[config.mk]
export PLATFORM = sky130hd
export DESIGN_NAME = uart_xcvr_p
export DESIGN_NICKNAME = d
export VERILOG_FILES = /design/src/rtl/uart_xcvr_p.sv
export SDC_FILE = /design/constraint.sdc
export NUM_CORES = 1
export LEC_CHECK = 0
export CAP_MARGIN = 5
export CELL_PAD_IN_SITES_DETAIL_PLACEMENT = 0
export CELL_PAD_IN_SITES_GLOBAL_PLACEMENT = 1
export CORE_MARGIN = 8
export CORE_UTILIZATION = 45
export CTS_BUF_LIST = sky130_fd_sc_hd__clkbuf_4 sky130_fd_sc_hd__clkbuf_8
export DETAILED_ROUTE_END_ITERATION = 10
export PLACE_DENSITY_LB_ADDON = 0.1
export REMOVE_ABC_BUFFERS = 1
export SYNTH_ARGS = -nofsm -noshare
export SYNTH_HDL_FRONTEND = slang
export SYNTH_SLANG_ARGS = --single-unit
[constraint.sdc]
create_clock -name clk -period 5.15 [get_ports clk]
set_input_delay 1.545 -clock clk [delete_from_list [all_inputs] [get_ports clk]]
set_output_delay 1.545 -clock clk [all_outputs]
set_load 0.005 [all_outputs]
[src/rtl/uart_xcvr_p.sv]
// Parametrised full-duplex UART: run-time parity/stop/baud, 16x oversampled RX with a small FIFO.
// Define UART_LOOPBACK_EN to add the 'loopback' port that routes tx back into the receiver.
module uart_xcvr_p #(
  parameter int DATA_WIDTH    = 8,
  parameter int RX_FIFO_DEPTH = 4,
  parameter int DIV_WIDTH     = 16
) (
  input  logic                  clk,
  input  logic                  reset,
`ifdef UART_LOOPBACK_EN
  input  logic                  loopback,
`endif
  input  logic [DIV_WIDTH-1:0]  baud_div,
  input  logic [1:0]            parity_mode,
  input  logic                  stop2,
  input  logic                  tx_valid,
  input  logic [DATA_WIDTH-1:0] tx_data,
  output logic                  tx_ready,
  output logic                  tx,
  input  logic                  rx,
  output logic                  rx_valid,
  output logic [DATA_WIDTH-1:0] rx_data,
  output logic                  rx_parity_err,
  output logic                  rx_frame_err,
  input  logic                  rx_ready,
  output logic                  rx_overrun
);

  localparam int CNT_W = DIV_WIDTH + 4;
  localparam int BW    = $clog2(DATA_WIDTH);
  localparam int AW    = $clog2(RX_FIFO_DEPTH);
  localparam int EW    = DATA_WIDTH + 2;

  typedef enum logic [2:0] {T_IDLE, T_START, T_DATA, T_PARITY, T_STOP} tx_state_t;
  typedef enum logic [2:0] {R_IDLE, R_START, R_DATA, R_PARITY, R_STOP} rx_state_t;

  tx_state_t             tx_state;
  logic                  tx_line;
  logic [CNT_W-1:0]      tx_cnt;
  logic [BW-1:0]         tx_bit_cnt;
  logic [DATA_WIDTH-1:0] tx_shift;
  logic                  tx_par;
  logic                  tx_par_en;
  logic [DIV_WIDTH-1:0]  tx_cfg_div;
  logic                  tx_cfg_stop2;
  logic                  tx_stop_second;
  logic                  rx_in;

`ifdef UART_LOOPBACK_EN
  assign rx_in = loopback ? tx_line : rx;
  assign tx    = loopback ? 1'b1 : tx_line;
`else
  assign rx_in = rx;
  assign tx    = tx_line;
`endif

  // tx_cnt counts down the cycles of the current bit; {div,4'hF} is 16*(div+1)-1.
  always_ff @(posedge clk or posedge reset) begin
    if (reset) begin
      tx_state       <= T_IDLE;
      tx_line        <= 1'b1;
      tx_ready       <= 1'b1;
      tx_cnt         <= '0;
      tx_bit_cnt     <= '0;
      tx_shift       <= '0;
      tx_par         <= 1'b0;
      tx_par_en      <= 1'b0;
      tx_cfg_div     <= '0;
      tx_cfg_stop2   <= 1'b0;
      tx_stop_second <= 1'b0;
    end else if (tx_valid && tx_ready) begin
      tx_state       <= T_START;
      tx_line        <= 1'b0;
      tx_ready       <= 1'b0;
      tx_cnt         <= {baud_div, 4'hF};
      tx_bit_cnt     <= '0;
      tx_shift       <= tx_data;
      tx_par         <= (^tx_data) ^ (parity_mode == 2'b10);
      tx_par_en      <= (parity_mode == 2'b01) || (parity_mode == 2'b10);
      tx_cfg_div     <= baud_div;
      tx_cfg_stop2   <= stop2;
      tx_stop_second <= 1'b0;
    end else begin
      if (tx_state != T_IDLE)
        tx_cnt <= (tx_cnt == '0) ? {tx_cfg_div, 4'hF} : tx_cnt - 1'b1;
      // Raise ready one cycle early so it is visible in the final stop cycle.
      if (tx_state == T_STOP && tx_cnt == CNT_W'(1) && (!tx_cfg_stop2 || tx_stop_second))
        tx_ready <= 1'b1;
      if (tx_cnt == '0) begin
        case (tx_state)
          T_START: begin
            tx_state <= T_DATA;
            tx_line  <= tx_shift[0];
            tx_shift <= tx_shift >> 1;
          end
          T_DATA: begin
            if (tx_bit_cnt == BW'(DATA_WIDTH - 1)) begin
              tx_state <= tx_par_en ? T_PARITY : T_STOP;
              tx_line  <= tx_par_en ? tx_par : 1'b1;
            end else begin
              tx_bit_cnt <= tx_bit_cnt + 1'b1;
              tx_line    <= tx_shift[0];
              tx_shift   <= tx_shift >> 1;
            end
          end
          T_PARITY: begin
            tx_state <= T_STOP;
            tx_line  <= 1'b1;
          end
          T_STOP: begin
            if (tx_cfg_stop2 && !tx_stop_second)
              tx_stop_second <= 1'b1;
            else
              tx_state <= T_IDLE;
          end
          default: ;
        endcase
      end
    end
  end

  rx_state_t             rx_state;
  logic                  rx_s1;
  logic                  rx_sync;
  logic                  rx_prev;
  logic [DIV_WIDTH-1:0]  rx_div_cnt;
  logic [3:0]            rx_tick_cnt;
  logic [BW-1:0]         rx_bit_cnt;
  logic [DATA_WIDTH-1:0] rx_shift;
  logic                  rx_perr;
  logic                  rx_ferr;
  logic [DIV_WIDTH-1:0]  rx_cfg_div;
  logic                  rx_par_en;
  logic                  rx_par_odd;
  logic                  rx_cfg_stop2;
  logic                  rx_stop_second;
  logic                  rx_tick;
  logic                  push;
  logic [EW-1:0]         push_entry;

  assign rx_tick    = (rx_div_cnt == rx_cfg_div);
  assign push       = (rx_state == R_STOP) && rx_tick && (rx_tick_cnt == 4'd15) &&
                      (!rx_cfg_stop2 || rx_stop_second);
  assign push_entry = {rx_shift, rx_perr, rx_ferr | ~rx_sync};

  // Start is sampled after 8 ticks (mid start bit); every later sample lands 16 ticks on.
  always_ff @(posedge clk or posedge reset) begin
    if (reset) begin
      rx_s1          <= 1'b1;
      rx_sync        <= 1'b1;
      rx_prev        <= 1'b1;
      rx_state       <= R_IDLE;
      rx_div_cnt     <= '0;
      rx_tick_cnt    <= '0;
      rx_bit_cnt     <= '0;
      rx_shift       <= '0;
      rx_perr        <= 1'b0;
      rx_ferr        <= 1'b0;
      rx_cfg_div     <= '0;
      rx_par_en      <= 1'b0;
      rx_par_odd     <= 1'b0;
      rx_cfg_stop2   <= 1'b0;
      rx_stop_second <= 1'b0;
    end else begin
      rx_s1   <= rx_in;
      rx_sync <= rx_s1;
      rx_prev <= rx_sync;
      if (rx_state == R_IDLE) begin
        if (rx_prev && !rx_sync) begin
          rx_state       <= R_START;
          rx_div_cnt     <= '0;
          rx_tick_cnt    <= '0;
          rx_bit_cnt     <= '0;
          rx_perr        <= 1'b0;
          rx_ferr        <= 1'b0;
          rx_cfg_div     <= baud_div;
          rx_par_en      <= (parity_mode == 2'b01) || (parity_mode == 2'b10);
          rx_par_odd     <= (parity_mode == 2'b10);
          rx_cfg_stop2   <= stop2;
          rx_stop_second <= 1'b0;
        end
      end else begin
        rx_div_cnt <= rx_tick ? '0 : rx_div_cnt + 1'b1;
        if (rx_tick) begin
          rx_tick_cnt <= rx_tick_cnt + 1'b1;
          case (rx_state)
            R_START: begin
              if (rx_tick_cnt == 4'd7) begin
                rx_tick_cnt <= '0;
                rx_state    <= rx_sync ? R_IDLE : R_DATA;
              end
            end
            R_DATA: begin
              if (rx_tick_cnt == 4'd15) begin
                rx_shift <= {rx_sync, rx_shift[DATA_WIDTH-1:1]};
                if (rx_bit_cnt == BW'(DATA_WIDTH - 1))
                  rx_state <= rx_par_en ? R_PARITY : R_STOP;
                else
                  rx_bit_cnt <= rx_bit_cnt + 1'b1;
              end
            end
            R_PARITY: begin
              if (rx_tick_cnt == 4'd15) begin
                rx_perr  <= rx_sync != ((^rx_shift) ^ rx_par_odd);
                rx_state <= R_STOP;
              end
            end
            R_STOP: begin
              if (rx_tick_cnt == 4'd15) begin
                rx_ferr <= rx_ferr | ~rx_sync;
                if (rx_cfg_stop2 && !rx_stop_second)
                  rx_stop_second <= 1'b1;
                else
                  rx_state <= R_IDLE;
              end
            end
            default: ;
          endcase
        end
      end
    end
  end

  logic [EW-1:0] mem [RX_FIFO_DEPTH];
  logic [AW-1:0] wr_ptr;
  logic [AW-1:0] rd_ptr;
  logic [AW:0]   count;
  logic          pop;
  logic          push_ok;
  logic [AW:0]   next_count;
  logic [AW:0]   remaining;
  logic [EW-1:0] head_next;

  // A simultaneous pop frees a slot, so a push into a full FIFO still succeeds.
  always_comb begin
    pop        = rx_valid && rx_ready;
    push_ok    = push && ((count != (AW+1)'(RX_FIFO_DEPTH)) || pop);
    next_count = count + (AW+1)'(push_ok) - (AW+1)'(pop);
    remaining  = count - (AW+1)'(pop);
    head_next  = (remaining == '0) ? push_entry : mem[rd_ptr + AW'(pop)];
  end

  always_ff @(posedge clk) begin
    if (push_ok)
      mem[wr_ptr] <= push_entry;
  end

  always_ff @(posedge clk or posedge reset) begin
    if (reset) begin
      wr_ptr        <= '0;
      rd_ptr        <= '0;
      count         <= '0;
      rx_valid      <= 1'b0;
      rx_data       <= '0;
      rx_parity_err <= 1'b0;
      rx_frame_err  <= 1'b0;
      rx_overrun    <= 1'b0;
    end else begin
      if (push_ok)
        wr_ptr <= wr_ptr + 1'b1;
      if (pop)
        rd_ptr <= rd_ptr + 1'b1;
      count      <= next_count;
      rx_valid   <= (next_count != '0);
      rx_overrun <= push && !push_ok;
      if (next_count != '0)
        {rx_data, rx_parity_err, rx_frame_err} <= head_next;
    end
  end

endmodule

==> run summary <==
===============================================================================================
Setup crit start                                                                       rx_ready
Cell-by-cell listing of the critical path                                          clkdlybuf4s50_1 -> nand2_1 -> nand3_1 -> nor3b_1 -> buf_4 -> inv_1 -> ha_1 -> inv_1 -> ha_1 -> inv_1 -> fa_1 -> xnor2_1 -> xnor2_1 -> nor3_2 -> buf_4 -> o21ai_0
Dominant cells by area after synthesis                                             sky130_fd_sc_hd__dfrtp_1, sky130_fd_sc_hd__edfxtp_1, sky130_fd_sc_hd__nand2_1
Count of nets after finishing                                                               860
Largest driver fanout on the critical path                                                   21
Number of stages on the worst hold path                                                       0
Clock buffer count from CTS                                                                  17
Resized Gates After CTS                                                                       0
Share of synthesized area occupied by flip-flops and latches                              0.536
Post-route DRC violation count                                                                0
Buffers added on ports                                                                       45
Startpoint-to-endpoint class of the critical path                                  input pin to flip-flop
Mean instance size in the synthesized netlist                                        11.0 sq um
Largest net degree at the start of global routing                                            81
Slowest Stage Delay on Critical Path                                                    0.46 ns
Clock input transition at the sequential cells of the worst setup and hold paths        0.10 ns
Clock tree from TritonCTS                                                                  done
Peak VDD IR                                                                          0.000253 V
Largest clock skew in the final design                                                0.0151 ns
Power density cells                                                                 401 mW/mm^2
Number of cells on the worst reg-to-reg path                                                 17
First-pass GRT wire length                                                             31500 um
Worst Path Required                                                                     5.48 ns
Ratio of cells with drive above 1 in the final layout                                     0.125
Clk sinks                                                                                   174
Latest clock arrival within the worst-skew pair                                         0.45 ns
Vias/cell                                                                                  5.64
Switching part of the total                                                               0.322
End of the worst hold path                                                         rx_sync$_DFF_PP1_
Fin crit share                                                                            0.770
Vert. Die Dim                                                                            154 um
Vias in the first global route                                                             6061
Count of mapped cells out of synthesis                                                      771
Fraction of power consumed by combinational cells                                         0.244
Diode insertion count for antenna repair                                                      0
Total half-perimeter wirelength after legalization and detailed placement              13100 um
Data arrival time at the worst-slack endpoint                                           4.29 ns
Starting density of the core                                                              0.457
Slew @ Worst Pin                                                                       0.991 ns
Unrepaired setup endpoints after global routing                                           false
Placeable core region                                                              0.0186 sq mm
HP Class                                                                           flip-flop to flip-flop
Hold buffer count at CTS                                                                      0
Area growth syn-to-layout                                                                 13.3%
FF-to-FF End                                                                       rx_data[2]$_DFFE_PP0P_
Main synth FF type                                                                 sky130_fd_sc_hd__dfrtp_1
Number of buffers inserted to repair setup after CTS                                          0
Final number of hold-violating endpoints                                                      0
Highest achievable clock rate                                                           252 MHz
Setup TNS                                                                                  0 ns
Clock root buffer master                                                           sky130_fd_sc_hd__clkbuf_8
Reported leakage power                                                               0.00407 uW
Count of vias placed by the detailed router                                                5956
Worst path most repeated cell                                                      sky130_fd_sc_hd__inv_1
Post-synthesis async set-or-reset flop share                                              0.770
Number of routed nets with antenna violations                                                 0
Minimum period implied by the final worst setup slack                                   3.96 ns
Cell with the biggest individual delay on the critical path                        sky130_fd_sc_hd__clkdlybuf4s50_1
Ports placed on the boundary                                                                 46
GR Util All Layers                                                                        0.166
Power share of the clock group                                                            0.281
Number of H-tree levels                                                                       4
Starting DRT DRC Count                                                                      396
Total setup violations reported at the end of the flow                                        0
Final estimated routing congestion in global placement                                    0.857
Cell-internal power                                                                     2620 uW
Number of synthesized register bits                                                         174
Cell area after technology mapping                                                 0.00851 sq mm
Drt first pass iters                                                                          5
Routed WL                                                                              19000 um
Worst flop-to-flop path startpoint                                                 rx_div_cnt[4]$_DFFE_PP0N_
Maximum buffer depth of the clock tree                                                        2
Global route total overflow                                                                   0
Setup slack, reg-to-reg                                                                 1.40 ns
Site row count                                                                               50
Share of power burned in registers                                                        0.475
Headroom to the max-slew limit                                                            0.339
Switching power                                                                         1250 uW
Final cell utilization of the core                                                        0.518
Maximum Capacitance Violations                                                                0
Average detailed-routed wire length per instance                                        18.0 um
Total Die Area                                                                     0.0236 sq mm
Count of flip-flops with a built-in enable after synthesis                                   40
Fraction of synthesized cell area taken by the top area cell type                         0.379
Result of the run                                                                  complete, no violations
Start point of the worst min-delay path                                            rx_s1$_DFF_PP1_
Buffer and inverter count on the worst path                                                   6
Number of antenna violations at the first check in global routing                             0
Biggest area consumer among synthesized cells                                      sky130_fd_sc_hd__dfrtp_1
Crit end category                                                                     flip-flop
Unique cell type count in the Yosys netlist                                                  61
Top delay family on crit path                                                      buffers and inverters
Final Slew Violations                                                                         0
Total of warnings raised by yosys                                                             0
Setup crit start kind                                                                 input pin
X dimension of the die                                                                   154 um
===============================================================================================
==> cell usage after synthesis, types with 22 or more instances <==
cell and count:
sky130_fd_sc_hd__dfrtp_1 129, sky130_fd_sc_hd__nand2_1 100, sky130_fd_sc_hd__edfxtp_1 40, sky130_fd_sc_hd__o21ai_0 35, sky130_fd_sc_hd__nor2_1 31, sky130_fd_sc_hd__clkbuf_1 30
sky130_fd_sc_hd__nand3_1 29, sky130_fd_sc_hd__xnor2_1 29, sky130_fd_sc_hd__mux2i_1 28, sky130_fd_sc_hd__inv_1 26, sky130_fd_sc_hd__mux2_2 26, sky130_fd_sc_hd__nor3_1 23
sky130_fd_sc_hd__xor2_1 23, sky130_fd_sc_hd__a21oi_1 22
==> through the flow <==
stage / setup WS (ns) / power (uW) / hold WS [ns] / std cells / cell area [sq um]
after floorplan: 0.0305 / 2490 / 0.345 / 732 / 8340
after global placement: 0.807 / 2780 / 0.350 / 1024 / 9190
after detailed placement: 0.682 / 2820 / 0.350 / 1024 / 9190
after CTS: 1.19 / 3910 / 0.365 / 1056 / 9650
after global routing: 0.883 / 4100 / 0.370 / 1056 / 9650
final: 1.19 / 3870 / 0.361 / 1056 / 9650
==> area by class of cell <==
type | count | area (sq um)
inverters | 26 | 103
well taps | 234 | 293
clock buffers | 19 | 255
fillers | 1657 | 8990
multi-input cells | 532 | 3690
repair buffers | 58 | 548
clock inverters | 13 | 201
flip-flops and latches | 174 | 4560
==> power groups by stage <==
stage | Combinational [uW] | Clock, uW | Sequential (uW)
floorplan | 699 | 0 | 1800
global placement | 925 | 0 | 1850
detailed placement | 959 | 0 | 1860
CTS | 962 | 1110 | 1840
global route | 1070 | 1160 | 1870
finish | 945 | 1090 | 1840
==> kinds of logic (layout without fill, tap and decap cells) <==
group,count (synthesis),count (layout),synth area share
buf+inv,65,116,0.0316
xor+xnor,52,52,0.0535
flops,174,174,0.536
compound gates,137,137,0.106
mux,64,64,0.0938
fa+ha+maj,19,19,0.0288
simple gates,260,260,0.151
==> cell usage in the layout, fill, tap and decap left out, drive strengths merged, types with 23 or more instances in the layout <==
| cell type | count |
|---|---|
| dfrtp | 129 |
| nand2 | 100 |
| clkdlybuf4s50 | 45 |
| edfxtp | 40 |
| o21ai | 35 |
| nor2 | 31 |
| inv | 31 |
| nand3 | 29 |
| xnor2 | 29 |
| mux2i | 28 |
| mux2 | 26 |
| nor3 | 24 |
| xor2 | 23 |
==> state kept, by name, summed over array words and instances, names as in the netlist, 2 cells and up <==
signal	cells
rx_shift	8
rx_cfg_div	16
tx_state	3
wr_ptr	2
tx_shift	8
rx_state	3
rx_tick_cnt	4
tx_cfg_div	16
tx_bit_cnt	3
tx_cnt	20
rx_div_cnt	16
count	3
rx_data	8
rx_bit_cnt	3
mem	40
rd_ptr	2
==> how the worst max path moves through the flow <==
stage / end / slack [ns] / cells after the start
2_1_floorplan: count[0]$_DFF_PP0_ / 0.03 / 1
3_3_place_gp: rx_parity_err$_DFFE_PP0P_ / 0.81 / 16
3_5_place_dp: rx_data[2]$_DFFE_PP0P_ / 0.68 / 16
4_1_cts: rx_parity_err$_DFFE_PP0P_ / 1.19 / 16
5_1_grt: rx_data[2]$_DFFE_PP0P_ / 0.88 / 17
6_report: rx_data[2]$_DFFE_PP0P_ / 1.19 / 16
==> routing by layer <==
layer	GRT usage	share of wire	vias to the layer above
li1	-	-	2881
met4	0.0434	0.0086	0
met5	0	0	-
met1	0.211	0.47	2966
met2	0.285	0.50	94
met3	0.0314	0.025	15
Note: power is estimated with default switching activity, not from simulation.
